==> src/rtl/phy_rx_packet_decoder.sv <==
// Receive-side packet decoder: ordered-set detection, 4b5b data decode, CRC32 check,
// EOP/length/timeout flags. All outputs are registered.
module phy_rx_packet_decoder #(
  parameter int unsigned RX_TIMEOUT  = 1000,
  parameter int unsigned MAX_NIBBLES = 68
) (
  input  logic       clk,
  input  logic       rst_n,
  input  logic       phy_control_tx_rx_select,
  input  logic       phy_control_tx_rx_clr,
  input  logic       phy_rx_symbol_en,
  input  logic [4:0] phy_rx_symbol,
  output logic       phy_control_rx_packet_en,
  output logic [2:0] phy_control_rx_packet_type,
  output logic       phy_control_rx_paylaod_en,
  output logic [3:0] phy_control_rx_paylaod,
  output logic       phy_control_rx_packet_eop,
  output logic       phy_control_rx_packet_crc_error,
  output logic       phy_control_rx_packet_payload_error,
  output logic       phy_control_rx_packet_timeout
);

  localparam int unsigned TmoW = $clog2(RX_TIMEOUT + 1);
  localparam int unsigned CntW = $clog2(MAX_NIBBLES + 1);

  localparam logic [4:0] SymSync1 = 5'b11000;
  localparam logic [4:0] SymSync2 = 5'b10001;
  localparam logic [4:0] SymSync3 = 5'b00110;
  localparam logic [4:0] SymRst1  = 5'b00111;
  localparam logic [4:0] SymRst2  = 5'b11001;
  localparam logic [4:0] SymEop   = 5'b01101;

  localparam logic [31:0] CrcPoly    = 32'h04C11DB7;
  localparam logic [31:0] CrcResidue = 32'hC704DD7B;

  typedef enum logic [0:0] {StHunt, StData} state_e;

  state_e            state_q, state_d;
  logic [19:0]       win_q, win_d;
  logic [CntW-1:0]   cnt_q, cnt_d;
  logic [2:0]        ndo_q, ndo_d;
  logic [TmoW-1:0]   tmo_cnt_q, tmo_cnt_d;
  logic [31:0]       crc_q, crc_d;
  logic              pkt_en_q, pkt_en_d;
  logic [2:0]        type_q, type_d;
  logic              pl_en_q, pl_en_d;
  logic [3:0]        pl_q, pl_d;
  logic              eop_q, eop_d;
  logic              crc_err_q, crc_err_d;
  logic              pl_err_q, pl_err_d;
  logic              tmo_q, tmo_d;

  // Window holds the last four symbols, oldest in the top field.
  function automatic logic os_match(input logic [19:0] win, input logic [19:0] pat);
    logic [2:0] hits;
    hits = '0;
    for (int i = 0; i < 4; i++) begin
      if (win[5*i +: 5] == pat[5*i +: 5]) hits = hits + 3'd1;
    end
    return hits >= 3'd3;
  endfunction

  // Register is kept MSB-first; nibble bits enter LSB first.
  function automatic logic [31:0] crc_nibble(input logic [31:0] crc, input logic [3:0] nib);
    logic [31:0] c;
    c = crc;
    for (int i = 0; i < 4; i++) begin
      if (c[31] ^ nib[i]) c = {c[30:0], 1'b0} ^ CrcPoly;
      else                c = {c[30:0], 1'b0};
    end
    return c;
  endfunction

  logic       data_vld;
  logic [3:0] data_nib;

  always_comb begin
    data_vld = 1'b1;
    data_nib = 4'h0;
    case (phy_rx_symbol)
      5'b11110: data_nib = 4'h0;
      5'b01001: data_nib = 4'h1;
      5'b10100: data_nib = 4'h2;
      5'b10101: data_nib = 4'h3;
      5'b01010: data_nib = 4'h4;
      5'b01011: data_nib = 4'h5;
      5'b01110: data_nib = 4'h6;
      5'b01111: data_nib = 4'h7;
      5'b10010: data_nib = 4'h8;
      5'b10011: data_nib = 4'h9;
      5'b10110: data_nib = 4'hA;
      5'b10111: data_nib = 4'hB;
      5'b11010: data_nib = 4'hC;
      5'b11011: data_nib = 4'hD;
      5'b11100: data_nib = 4'hE;
      5'b11101: data_nib = 4'hF;
      default:  data_vld = 1'b0;
    endcase
  end

  logic [19:0]     win_shift;
  logic [4:0]      os_hit;
  logic [2:0]      os_type;
  logic [CntW-1:0] exp_cnt;

  assign win_shift = {win_q[14:0], phy_rx_symbol};
  assign os_hit[0] = os_match(win_shift, {SymSync1, SymSync1, SymSync1, SymSync2});
  assign os_hit[1] = os_match(win_shift, {SymSync1, SymSync1, SymSync3, SymSync3});
  assign os_hit[2] = os_match(win_shift, {SymSync1, SymSync3, SymSync1, SymSync3});
  assign os_hit[3] = os_match(win_shift, {SymRst1, SymRst1, SymRst1, SymRst2});
  assign os_hit[4] = os_match(win_shift, {SymRst1, SymSync1, SymRst1, SymSync3});
  assign exp_cnt   = CntW'(12) + CntW'({ndo_q, 3'b000});

  always_comb begin
    os_type = 3'd4;
    if      (os_hit[0]) os_type = 3'd0;
    else if (os_hit[1]) os_type = 3'd1;
    else if (os_hit[2]) os_type = 3'd2;
    else if (os_hit[3]) os_type = 3'd3;
  end

  always_comb begin
    state_d   = state_q;
    win_d     = win_q;
    cnt_d     = cnt_q;
    ndo_d     = ndo_q;
    tmo_cnt_d = tmo_cnt_q;
    crc_d     = crc_q;
    pkt_en_d  = 1'b0;
    type_d    = type_q;
    pl_en_d   = 1'b0;
    pl_d      = pl_q;
    eop_d     = 1'b0;
    crc_err_d = crc_err_q;
    pl_err_d  = 1'b0;
    tmo_d     = 1'b0;

    if (phy_control_tx_rx_select || phy_control_tx_rx_clr) begin
      state_d   = StHunt;
      win_d     = '0;
      cnt_d     = '0;
      tmo_cnt_d = '0;
      crc_err_d = 1'b0;
    end else begin
      unique case (state_q)
        StHunt: begin
          if (phy_rx_symbol_en) begin
            win_d = win_shift;
            if (|os_hit) begin
              pkt_en_d  = 1'b1;
              type_d    = os_type;
              win_d     = '0;
              crc_err_d = 1'b0;
              if (os_type <= 3'd2) begin
                state_d   = StData;
                crc_d     = '1;
                cnt_d     = '0;
                ndo_d     = '0;
                tmo_cnt_d = '0;
              end
            end
          end
        end
        StData: begin
          if (phy_rx_symbol_en) begin
            tmo_cnt_d = '0;
            if (data_vld) begin
              if (cnt_q == CntW'(MAX_NIBBLES)) begin
                pl_err_d = 1'b1;
                state_d  = StHunt;
              end else begin
                pl_en_d = 1'b1;
                pl_d    = data_nib;
                cnt_d   = cnt_q + 1'b1;
                crc_d   = crc_nibble(crc_q, data_nib);
                // Fourth nibble carries the data-object count in bits [2:0].
                if (cnt_q == CntW'(3)) ndo_d = data_nib[2:0];
              end
            end else if (phy_rx_symbol == SymEop) begin
              eop_d     = 1'b1;
              crc_err_d = (crc_q != CrcResidue);
              pl_err_d  = (cnt_q < CntW'(4)) || (cnt_q != exp_cnt);
              state_d   = StHunt;
            end else begin
              pl_err_d = 1'b1;
              state_d  = StHunt;
            end
          end else begin
            if (tmo_cnt_q != TmoW'(RX_TIMEOUT)) tmo_cnt_d = tmo_cnt_q + 1'b1;
            if (tmo_cnt_d == TmoW'(RX_TIMEOUT)) begin
              tmo_d   = 1'b1;
              state_d = StHunt;
            end
          end
        end
        default: state_d = StHunt;
      endcase
    end
  end

  always_ff @(posedge clk) begin
    if (!rst_n) begin
      state_q   <= StHunt;
      win_q     <= '0;
      cnt_q     <= '0;
      ndo_q     <= '0;
      tmo_cnt_q <= '0;
      crc_q     <= '1;
      pkt_en_q  <= 1'b0;
      type_q    <= 3'd0;
      pl_en_q   <= 1'b0;
      pl_q      <= 4'h0;
      eop_q     <= 1'b0;
      crc_err_q <= 1'b0;
      pl_err_q  <= 1'b0;
      tmo_q     <= 1'b0;
    end else begin
      state_q   <= state_d;
      win_q     <= win_d;
      cnt_q     <= cnt_d;
      ndo_q     <= ndo_d;
      tmo_cnt_q <= tmo_cnt_d;
      crc_q     <= crc_d;
      pkt_en_q  <= pkt_en_d;
      type_q    <= type_d;
      pl_en_q   <= pl_en_d;
      pl_q      <= pl_d;
      eop_q     <= eop_d;
      crc_err_q <= crc_err_d;
      pl_err_q  <= pl_err_d;
      tmo_q     <= tmo_d;
    end
  end

  assign phy_control_rx_packet_en            = pkt_en_q;
  assign phy_control_rx_packet_type          = type_q;
  assign phy_control_rx_paylaod_en           = pl_en_q;
  assign phy_control_rx_paylaod              = pl_q;
  assign phy_control_rx_packet_eop           = eop_q;
  assign phy_control_rx_packet_crc_error     = crc_err_q;
  assign phy_control_rx_packet_payload_error = pl_err_q;
  assign phy_control_rx_packet_timeout       = tmo_q;

endmodule

==> config.mk <==
export PLATFORM = sky130hd
export DESIGN_NAME = phy_rx_packet_decoder
export DESIGN_NICKNAME = d
export VERILOG_FILES = /design/src/rtl/phy_rx_packet_decoder.sv
export SDC_FILE = /design/constraint.sdc
export NUM_CORES = 1
export LEC_CHECK = 0
export BUFFER_PORTS_ARGS = -buffer_cell sky130_fd_sc_hd__buf_2
export CAP_MARGIN = 20
export CORE_AREA = 2 2 110 112
export DETAILED_ROUTE_END_ITERATION = 10
export DIE_AREA = 0 0 112 114
export HOLD_SLACK_MARGIN = 0.15
export PLACE_DENSITY = 0.63
export SYNTH_ARGS = -nofsm -noshare
export SYNTH_HDL_FRONTEND = slang
export SYNTH_SLANG_ARGS = --single-unit
export TNS_END_PERCENT = 10
==> constraint.sdc <==
create_clock -name clk -period 7.7 [get_ports clk]
set_input_delay 1.54 -clock clk [delete_from_list [all_inputs] [get_ports clk]]
set_output_delay 1.54 -clock clk [all_outputs]
set_load 0.03 [all_outputs]
* Word-level counts from Yosys, hierarchy flattened
Index checks and enable logic that the tools add are counted.
** Word-level totals
- Word-level logic and storage cells :: 205
- Bits in registers :: 81
- Input bits :: 10
** Operators by class
- Bitwise operators :: 13
- Multiplexer cells :: 95
- $add $sub $neg :: 16
- $lt $le $gt $ge :: 7
- Equality and inequality tests :: 43
- Reduce and logical (&&, ||, !) cells :: 17
** Operators by type and width (count)
- $mux W32 :: 21
- $mux W27 :: 4
- $eq A5 B5 Y1 const B :: 16
- $mux W10 :: 8
- $mux W3 :: 26
- $pmux W32 S2 :: 1
- $pmux W4 S15 :: 1
- $not A14 Y14 :: 4
- $mux W7 :: 6
- $add A3 B1 Y3 const B :: 13
- $ne A32 B32 Y1 const B :: 1
- $eq A5 B3 Y1 const B :: 6
- $eq A5 B4 Y1 const B :: 6
- $mux W1 :: 22
- $pmux W10 S2 :: 1
- $reduce_or A16 Y1 :: 1
- $ge A3 B2 Y1 const B :: 5
- $mux W15 :: 1
- $pmux W7 S2 :: 1
- $ne A2 B2 Y1 const B :: 6
- $reduce_or A4 Y1 :: 3
- $add A10 B1 Y10 const B :: 1
- $eq A10 B10 Y1 const B :: 1
- $ne A10 B10 Y1 const B :: 1
- 22 further kinds :: 35

* Longest topological paths before layout
Gate-level depths: netlist of the first run.
- Depth in word-level cells :: 29
- Depth in mapped cells :: 16
- Depth with buffers taken out :: 15

* Worst setup path after synthesis of the first run
No wires, ideal clock.
- Kind :: input-to-reg
- Start point :: in phy_rx_symbol[4]
- End point :: reg tmo_cnt_q[7]
- Library setup time :: 0.152 ns
- Stages on the path :: 14
- Slack :: 2.834 ns
- Required time :: 7.548 ns
- Data arrival time :: 4.715 ns
- Cell sequence :: clkbuf_1 > nand2_1 > or4_1 > inv_1 > ha_1 > or3_4 > nand2_1 > ha_1 > a21boi_0 > nor3_1 > o22ai_1 > nor3_1 > a21oi_1 > a311oi_1
** On the way
- Cells in the longest elaborated chain, start to end :: 16
- Elaborated cells on any way between the ends :: 48
** Ends and longest elaborated chain
- start: declaration :: RTL line 12 : input logic [4:0] phy_rx_symbol,
- $eq A5 B5 Y1 :: RTL line 58 : if (win[5*i +: 5] == pat[5*i +: 5]) hits = hits + 3'd1;
- $mux W1 :: RTL line 58
- $add A3 B1 Y3 :: RTL line 58
- $mux W3 :: RTL line 58
- $add A3 B1 Y3 :: RTL line 58
- $mux W3 :: RTL line 58
- $add A3 B1 Y3 :: RTL line 58
- $mux W3 :: RTL line 58
- $ge A3 B2 Y1 :: RTL line 60 : return hits >= 3'd3;
- $mux W3 :: RTL line 119 : else if (os_hit[3]) os_type = 3'd3;
- $mux W3 :: RTL line 118 : else if (os_hit[2]) os_type = 3'd2;
- $mux W3 :: RTL line 117 : else if (os_hit[1]) os_type = 3'd1;
- $mux W3 :: RTL line 116 : if (os_hit[0]) os_type = 3'd0;
- $le A3 B2 Y1 :: RTL line 154 : if (os_type <= 3'd2) begin
- $ne A2 B2 Y1 (no line)
- $reduce_and A3 Y1 (no line) *
- end signal: assignment :: RTL line 222 : tmo_cnt_q <= tmo_cnt_d;
- end: declaration :: RTL line 42 : logic [TmoW-1:0] tmo_cnt_q, tmo_cnt_d;
Mark *: on every way between the ends. The rest lies on a longest branch, timed or not.
A chain may end at the register's enable or synchronous reset.

* Worst setup path in the final report of the first run
- Start point :: in phy_rx_symbol[3]
- End point :: reg tmo_cnt_q[7]
The elaborated chain is that of the path after synthesis.

==> results.sh, run 1 <==
export IMPL_cts_tree="built"
export IMPL_synth_seq_cells=81
export IMPL_final_util_pct=46.73
export IMPL_antenna_found_initial=0
export IMPL_cts_buffer_depth=2
export IMPL_hold_buffers=0
export IMPL_clkLatencyLatePin_ns=0.34
export IMPL_cts_sinks=81
export IMPL_skew_ns=0.007460
export IMPL_ys_types=77
export IMPL_synth_most_common_cell="dfxtp_1"
export IMPL_yosysWarnings=0
export IMPL_avgSynthCellArea_um2=8.233
export IMPL_cts_made_buffers=9
export IMPL_ctsRootBufferMaster="clkbuf_16"
export IMPL_cp_num_buf_inv=2
export IMPL_final_nets=647
export IMPL_cp_arrival_ns=5.31
export IMPL_grt_pass1_vias=4332
export IMPL_cpMaxStageDelayCell="a21oi_1"
export IMPL_tns_ns=0
export IMPL_dieArea_um2=12770
export IMPL_ant_nets=0
export IMPL_grt_overflow=0
export IMPL_crit_chain="buf_2 > or4_1 > inv_1 > ha_1 > or3_4 > nand2_1 > ha_1 > a21boi_0 > nor3_1 > o22ai_1 > nor3_1 > a21oi_1 > a311oi_1"
export IMPL_synth_compound_area_share_pct=21.95
export IMPL_power_density_nw_per_um2=164.8
export IMPL_area_delta_synth_final_pct=7.048
export IMPL_rows=40
export IMPL_final_cells=769
export IMPL_dp_hpwl_um=9261
export IMPL_drv_cap=0
export IMPL_die_x_um=112
export IMPL_hold_class="reg -> reg"
export IMPL_grt_use_total_pct=20.85
export IMPL_htree_levels=3
export IMPL_p_clk_share_pct=45.5
export IMPL_drc=0
export IMPL_combPwrFrac_pct=7.9
export IMPL_portBuffers=22
export IMPL_grt_pass1_wl_um=21940
export IMPL_synthAdderAreaFrac_pct=4.895
export IMPL_ir_drop_mv=0.1304
export IMPL_net_switching_power_uw=227.4
export IMPL_maxSlewHeadroom_pct=27.79
export IMPL_drt_initial_drc_count=425
export IMPL_period_minus_slack_ns=5.130
export IMPL_drtPass1Iterations=5
export IMPL_grt_max_degree=30
export IMPL_post_drt_wl_per_cell_um=16.89
export IMPL_synth_mux_area_fraction_pct=1.297
export IMPL_io_pins=23
export IMPL_drive_gt1_share_pct=11.09
export IMPL_die_h_um=114
export IMPL_rsz0062_at_grt="no"
export IMPL_setup_worst_path_end_class="register"
export IMPL_syn_instance_count=621
export IMPL_vias=4600
export IMPL_synthSimpleGateAreaFrac_pct=23.54
export IMPL_final_max_slew_viol_count=0
export IMPL_syn_num_nets=651
export IMPL_placedCellCount=753
export IMPL_fill_cells=1162
export IMPL_vias_per_cell=5.982
export IMPL_p_leak_uw=0.002049
export IMPL_diodes=0
export IMPL_start_util_pct=43.65
export IMPL_coreArea_um2=11710
export IMPL_fin_crit_sh_pct=66.63
export IMPL_critPathMaxFanout=10
export IMPL_fmax_mhz=194.9
export IMPL_cts_reportedPaths_clkPinSlew_ns=0.06
export IMPL_worstMarginPinSlew_ns=1.075
export IMPL_hold_violations=0
export IMPL_cp_top_family="compound AO/OA/AOI/OAI gates"
export IMPL_syn_cell_area_um2=5112
export IMPL_seq_power_share_pct=46.6
export IMPL_async_flop_share_pct=0
export IMPL_required_ns=7.88
export IMPL_synth_edf_count=0
export IMPL_status="finished clean"
export IMPL_p_int_uw=674.3
export IMPL_synth_ff_type="dfxtp_1"
export IMPL_synth_top_area_share_pct=31.72
export IMPL_place_gp_congestion=0.8723
export IMPL_switching_share_pct=25.21
export IMPL_yosys_top_cells_count="dfxtp_1 (81), nand2_1 (56), nor2_1 (46)"
export IMPL_synth_area_leaders="dfxtp_1 (32%), xnor2_1 (5.8%), ha_1 (4.9%), nand2_1 (4.1%), a21oi_1 (3.8%)"
export IMPL_cts_resized=0
export IMPL_synth_top_area_cell="dfxtp_1"
export IMPL_synth_top_family_by_area="simple AND/OR/NAND/NOR gates"
export IMPL_critPathKind="in -> reg"
export IMPL_ys_seq_area_share_pct=31.72
export IMPL_wl_um=12990
export IMPL_setup_viol=0
export IMPL_start_kind="input port"
export IMPL_max_stage_delay_ns=0.75
export IMPL_cts_setup_buffers=0
export IMPL_synth_xor_area_share_pct=9.276
per-layer routing:
metal | share of wire, % | wire length, µm | vias to the layer above | global-route usage, %
met1 | 48 | 6221 | 2169 | 28.81
met5 | 0 | 0 | - | 0
met4 | 1.7 | 219 | 0 | 6.423
met3 | 5.2 | 670 | 20 | 2.338
li1 | - | - | 2261 | -
met2 | 45 | 5874 | 150 | 34.46
worst reg2reg max path, delay by kind of cell (launching register included):
family,cells,cell delay (ns)
flops,1,0.36
buf+inv,1,0.08
fa+ha+maj,2,0.49
simple gates,6,1.50
compound gates,4,1.70
stage by stage:
| step | power, µW | hold slack, ns | area (µm²) | setup slack [ns] |
|---|---|---|---|---|
| detailed placement | 499.0 | 0.4504 | 5190 | 2.306 |
| global placement | 497.8 | 0.4548 | 5179 | 2.271 |
| finish | 901.7 | 0.4697 | 5473 | 2.570 |
| floorplan | 485.4 | 0.4383 | 5112 | 2.834 |
| global route | 926.0 | 0.4897 | 5473 | 2.294 |
| CTS | 903.8 | 0.4676 | 5473 | 2.652 |
area by class of cell:
cell class / count / area, µm² / share of cell area, %
multi-input combinational: 464 / 3117 / 56.95
sequential: 81 / 1622 / 29.63
clock buffer: 11 / 242.7 / 4.435
tap: 147 / 183.9 / 3.361
inverter: 37 / 138.9 / 2.538
timing repair buffer: 24 / 128.9 / 2.355
clock inverter: 5 / 40.04 / 0.7316
cells in the final DEF, fill, tap and decap left out, drive strengths merged, types with 6 or more instances in the layout:
cell type	netlist	final
and2	6	6
nor2b	9	9
a211oi	14	14
a31oi	27	27
nand4	28	28
ha	20	20
xnor2	34	34
nor4	10	10
a21oi	42	42
nand2b	6	6
or2	6	6
nor3	14	14
inv	37	38
a32oi	14	14
nand2	58	58
clkbuf	27	11
and4	6	6
buf	9	24
dfxtp	81	81
nand3	11	11
a2111oi	6	6
o21ai	31	31
xor2	15	15
nor2	46	46
flip-flops by register name (all words and copies together), names as in the netlist, 3 cells and up:
name / count
crc_q: 32
win_q: 15
tmo_cnt_q: 10
cnt_q: 7
phy_control_rx_paylaod: 4
ndo_q: 3
phy_control_rx_packet_type: 3
path summary, 6_finish.rpt:
| kind | start | to | slack, ns | depth (start not counted) |
|---|---|---|---|---|
| max reg2reg | win_q[0] | tmo_cnt_q[7] | 3.41 | 13 |
| min | phy_control_rx_packet_type[0] | phy_control_rx_packet_type[0] | 0.47 | 2 |
| min reg2reg | phy_control_rx_packet_type[0] | phy_control_rx_packet_type[0] | 0.47 | 2 |
| max | phy_rx_symbol[3] | tmo_cnt_q[7] | 2.57 | 13 |
power by group through the flow:
| stage | registers, µW | clock network, µW | logic [µW] |
|---|---|---|---|
| floorplan | 429 | 0 | 56.1 |
| global placement | 430 | 0 | 68.2 |
| detailed placement | 430 | 0 | 69.4 |
| CTS | 420 | 414 | 69.6 |
| global route | 420 | 429 | 76.9 |
| finish | 420 | 410 | 71.1 |
logic make-up after synthesis:
kind of cell	count (synthesis)
compound gates	164
xor+xnor	51
fa+ha+maj	20
buf+inv	76
flops	81
mux	6
simple gates	223
No activity file was read; power rests on OpenSTA's default activity.
==> inputs of run 2 (changes only) <==
Settings changed: PLACE_DENSITY 0.63 to 0.65.
Clock period 7.7 ns to 4.2 ns, I/O delays scaled along.
==> results.sh, run 2 (same netlist as run 1, synthesis figures left out) <==
export IMPL_status="finished clean"
export IMPL_rsz0062_at_grt="no"
export IMPL_diodes=0
export IMPL_grt_max_degree=30
export IMPL_p_leak_uw=0.002231
export IMPL_cp_arrival_ns=4.12
export IMPL_cts_reportedPaths_clkPinSlew_ns=0.06
export IMPL_largestRegisters="crc_q x32, win_q x15, tmo_cnt_q x10"
export IMPL_largest_register="crc_q"
export IMPL_final_cell_mix="dfxtp_1 (81), nand2_1 (56), nor2_1 (45)"
export IMPL_drive_gt1_share_pct=15.67
export IMPL_setup_worst_path_end_class="register"
export IMPL_ant_nets=0
export IMPL_portBuffers=22
export IMPL_grt_use_total_pct=21.94
export IMPL_final_max_slew_viol_count=0
export IMPL_cp_top_family="compound AO/OA/AOI/OAI gates"
export IMPL_hold_violations=0
export IMPL_wl_um=13580
export IMPL_cts_tree="built"
export IMPL_coreArea_um2=11710
export IMPL_wl_met2_um=6390
export IMPL_finalHoldWorstSlack_ns=0.4716
export IMPL_vias=4787
export IMPL_ctsRootBufferMaster="clkbuf_16"
export IMPL_start_util_pct=43.65
export IMPL_place_gp_congestion=0.9287
export IMPL_area_delta_synth_final_pct=12.29
export IMPL_dieArea_um2=12770
export IMPL_dp_hpwl_um=9669
export IMPL_hold_class="reg -> reg"
export IMPL_ir_drop_mv=0.1785
export IMPL_wl_met1_um=6358
export IMPL_top_layer_used="met4"
export IMPL_critPathKind="in -> reg"
export IMPL_drc=0
export IMPL_largest_reg_flops=32
export IMPL_met3_length_um=527
export IMPL_cpMaxStageDelayCell="or4_1"
export IMPL_fmax_mhz=255.2
export IMPL_cts_made_buffers=9
export IMPL_drtPass1Iterations=5
export IMPL_skew_ns=0.003582
export IMPL_antenna_found_initial=0
export IMPL_final_nets=676
export IMPL_crit_chain="buf_2 > or4_1 > inv_1 > ha_1 > or3_4 > nand2_1 > ha_1 > a21boi_0 > nor3_1 > o22ai_1 > o41ai_4 > buf_4 > buf_4 > a2111oi_0 > a31oi_1"
export IMPL_vias_per_cell=5.999
export IMPL_max_stage_delay_ns=0.58
export IMPL_period_minus_slack_ns=3.919
export IMPL_final_common_cell="dfxtp_1"
export IMPL_htree_levels=3
export IMPL_grt_overflow=0
export IMPL_regArea_um2=1622
export IMPL_grt_pass1_vias=4688
export IMPL_grt_pass1_wl_um=23160
export IMPL_place_area_um2=5401
export IMPL_io_pins=23
export IMPL_multiInputGateArea_um2=3134
export IMPL_post_drt_wl_per_cell_um=17.02
export IMPL_rows=40
export IMPL_power_density_nw_per_um2=298.1
export IMPL_start_kind="input port"
export IMPL_fill_cells=1164
export IMPL_worstMarginPinSlew_ns=0.8375
export IMPL_cp_num_buf_inv=4
export IMPL_critPathMaxFanout=6
export IMPL_drv_cap=0
export IMPL_drt_initial_drc_count=408
export IMPL_setup_viol=0
export IMPL_maxSlewHeadroom_pct=44.03
export IMPL_die_h_um=114
export IMPL_cts_sinks=81
export IMPL_cts_buffer_depth=2
export IMPL_clkLatencyLatePin_ns=0.34
export IMPL_die_x_um=112
export IMPL_final_area_um2=5741
export IMPL_fin_crit_sh_pct=93.31
export IMPL_required_ns=4.40
-- run 2: worst register-to-register path, stage by stage (launching register included) --
cell       delay [ns]
dfxtp_1          0.35
or3_1            0.42
or2_2            0.35
inv_1            0.08
ha_1             0.24
xor2_1           0.17
ha_1             0.33
nor2_1           0.05
nor4_1           0.30
nor4_2           0.11
buf_4            0.15
nor2_1           0.24
o41ai_4          0.12
buf_4            0.19
buf_4            0.14
a2111oi_0        0.46
a31oi_1          0.07
-- run 2: path summary, 6_finish.rpt --
kind	start	to	slack [ns]	cells after the start
worst min-delay path	phy_control_rx_packet_type[0]	phy_control_rx_packet_type[0]	0.47	2
worst max register to register	win_q[0]	crc_q[23]	0.31	16
worst max-delay path	phy_rx_symbol[3]	crc_q[23]	0.28	15
worst min register to register	phy_control_rx_packet_type[0]	phy_control_rx_packet_type[0]	0.47	2
-- run 2: report_power, final --
group / total [µW] / internal (µW) / switching [µW] / leakage, µW
clock: 800 / 477 / 322 / 0.000145
combinational: 141 / 55.4 / 85.7 / 0.00143
sequential: 770 / 769 / 1.23 / 0.000654
total: 1710 / 1300 / 409 / 0.00223
-- run 2: layer usage --
metal / global-route usage [%] / vias to the layer above
li1: - / 2328
met5: 0 / -
met1: 29.05 / 2312
met2: 36.73 / 126
met3: 2.497 / 21
met4: 8.943 / 0
-- run 2: layout make-up --
type | instances | area share (%)
inverter | 37 | 2.419
sequential | 81 | 28.25
tap | 147 | 3.204
multi-input combinational | 464 | 54.60
clock inverter | 6 | 1.177
clock buffer | 10 | 4.163
timing repair buffer | 53 | 6.190
-- run 2: timing repair --
item                                    in CTS  in global routing
hold buffers                                 0                  0
endpoints found under the setup margin       0                 57
setup buffers                                0                  2
resized for setup                            0                  4
-- run 2: metrics by stage --
step           cells  total power [µW]  worst slack (ns)  setup TNS, ns  utilization [%]
6_report         798              1711            0.2810              0            49.02
2_1_floorplan    621             889.8           0.03367              0                -
3_5_place_dp     780             925.0           -0.2288         -7.643            46.12
3_3_place_gp     780             921.8           -0.1202         -2.511            46.12
4_1_cts          796              1717            0.1067              0            48.74
5_1_grt          798              1758           0.02365              0            49.02
==> inputs of run 3 (changes only) <==
Settings changed: BUFFER_PORTS_ARGS -buffer_cell sky130_fd_sc_hd__buf_2 to -buffer_cell sky130_fd_sc_hd__buf_4, REMOVE_ABC_BUFFERS set to 1.
==> results.sh, run 3 (same netlist as run 1, synthesis figures left out) <==
export IMPL_period_minus_slack_ns=3.909
export IMPL_largest_reg_flops=32
export IMPL_tns_ns=0
export IMPL_p_leak_uw=0.002281
export IMPL_post_drt_wl_per_cell_um=17.12
export IMPL_drc=0
export IMPL_skew_ns=0.008266
export IMPL_ir_drop_mv=0.2029
export IMPL_r2r_setup_slack_ns=0.34
export IMPL_cts_buffer_depth=2
export IMPL_portBuffers=22
export IMPL_required_ns=4.38
export IMPL_hold_violations=0
export IMPL_grt_max_degree=30
export IMPL_cts_tree="built"
export IMPL_grt_overflow=0
export IMPL_drv_cap=0
export IMPL_hold_class="reg -> reg"
export IMPL_final_common_cell="dfxtp_1"
export IMPL_dp_hpwl_um=9816
export IMPL_final_nets=681
export IMPL_cts_setup_buffers=0
export IMPL_fmax_mhz=255.9
export IMPL_worstMarginPinSlew_ns=0.9015
export IMPL_final_cell_mix="dfxtp_1 (81), nand2_1 (56), buf_4 (56)"
export IMPL_drive_gt1_share_pct=15.57
export IMPL_grt_pass1_vias=4560
export IMPL_vias_per_cell=5.929
export IMPL_ctsRootBufferMaster="clkbuf_16"
export IMPL_ant_nets=0
export IMPL_drtPass1Iterations=5
export IMPL_largestRegisters="crc_q x32, win_q x15, tmo_cnt_q x10"
export IMPL_top_layer_used="met4"
export IMPL_setup_viol=0
export IMPL_finalHoldWorstSlack_ns=0.4729
export IMPL_diodes=0
export IMPL_cts_made_buffers=9
export IMPL_io_pins=23
export IMPL_wl_met2_um=6567
export IMPL_rsz0062_at_grt="no"
export IMPL_cp_arrival_ns=4.09
export IMPL_hold_buffers=0
export IMPL_die_x_um=112
export IMPL_wl_um=13730
export IMPL_met3_length_um=664
export IMPL_grt_pass1_wl_um=22750
export IMPL_cts_reportedPaths_clkPinSlew_ns=0.06
export IMPL_critPathKind="in -> reg"
export IMPL_power_density_nw_per_um2=317.3
export IMPL_status="finished clean"
export IMPL_grt_use_total_pct=21.94
export IMPL_antenna_found_initial=0
export IMPL_area_delta_synth_final_pct=15.00
export IMPL_critPathMaxFanout=13
export IMPL_largest_register="crc_q"
export IMPL_dieArea_um2=12770
export IMPL_maxSlewHeadroom_pct=39.76
export IMPL_die_h_um=114
export IMPL_cts_resized=0
export IMPL_clkLatencyLatePin_ns=0.34
export IMPL_final_max_slew_viol_count=0
export IMPL_place_area_um2=5522
export IMPL_rows=40
export IMPL_htree_levels=3
export IMPL_wl_met1_um=6224
export IMPL_start_kind="input port"
export IMPL_setup_worst_path_end_class="register"
export IMPL_fin_crit_sh_pct=93.06
export IMPL_start_util_pct=43.65
export IMPL_final_area_um2=5879
export IMPL_coreArea_um2=11710
export IMPL_drt_initial_drc_count=305
export IMPL_cts_sinks=81
export IMPL_vias=4755
export IMPL_place_gp_congestion=0.9114
==> run 3: final timing paths <==
| path | endpoint | startpoint | cells after the start |
|---|---|---|---|
| worst min-delay path | win_q[14] | win_q[14] | 2 |
| worst min register to register | win_q[14] | win_q[14] | 2 |
| worst max register to register | crc_q[0] | win_q[0] | 14 |
| worst max-delay path | crc_q[0] | phy_rx_symbol[3] | 14 |
==> run 3: final cells by class <==
class / count / area [µm²]
clock buffers: 10 / 229.0
clock inverters: 5 / 128.9
fillers: 1129 / 5832
inverters: 37 / 138.9
multi-input cells: 464 / 3117
flip-flops and latches: 81 / 1622
well taps: 147 / 183.9
repair buffers: 58 / 460.4
==> run 3: layer usage <==
metal / up-vias / GRT usage [%]
met5: - / 0
met4: 0 / 6.911
met3: 26 / 4.676
met2: 119 / 37.17
met1: 2290 / 28.15
li1: 2320 / -
==> run 3: metrics by stage <==
step | utilization (%) | worst slack (ns) | power (µW) | instances
floorplan | - | 0.2305 | 874.6 | 582
CTS | 50.20 | 0.3153 | 1878 | 802
global placement | 47.15 | 0.09247 | 924.5 | 787
detailed placement | 47.15 | -0.01980 | 926.9 | 787
finish | 50.20 | 0.2915 | 1865 | 802
global route | 50.20 | 0.1063 | 1922 | 802
==> run 3: worst max-delay path, stage by stage <==
cell	delay [ns]
buf_4	0.11
or4_1	0.58
inv_1	0.09
ha_1	0.23
buf_4	0.15
o21ai_0	0.12
nand2_1	0.10
ha_1	0.22
buf_4	0.15
a32oi_2	0.22
mux2i_2	0.15
or4_4	0.68
a211oi_1	0.32
a31oi_1	0.11
==> run 3: where the power goes <==
part	total, µW	internal (µW)	switching (µW)
clock	953	639	314
sequential	770	769	1.23
combinational	142	58.0	84.4
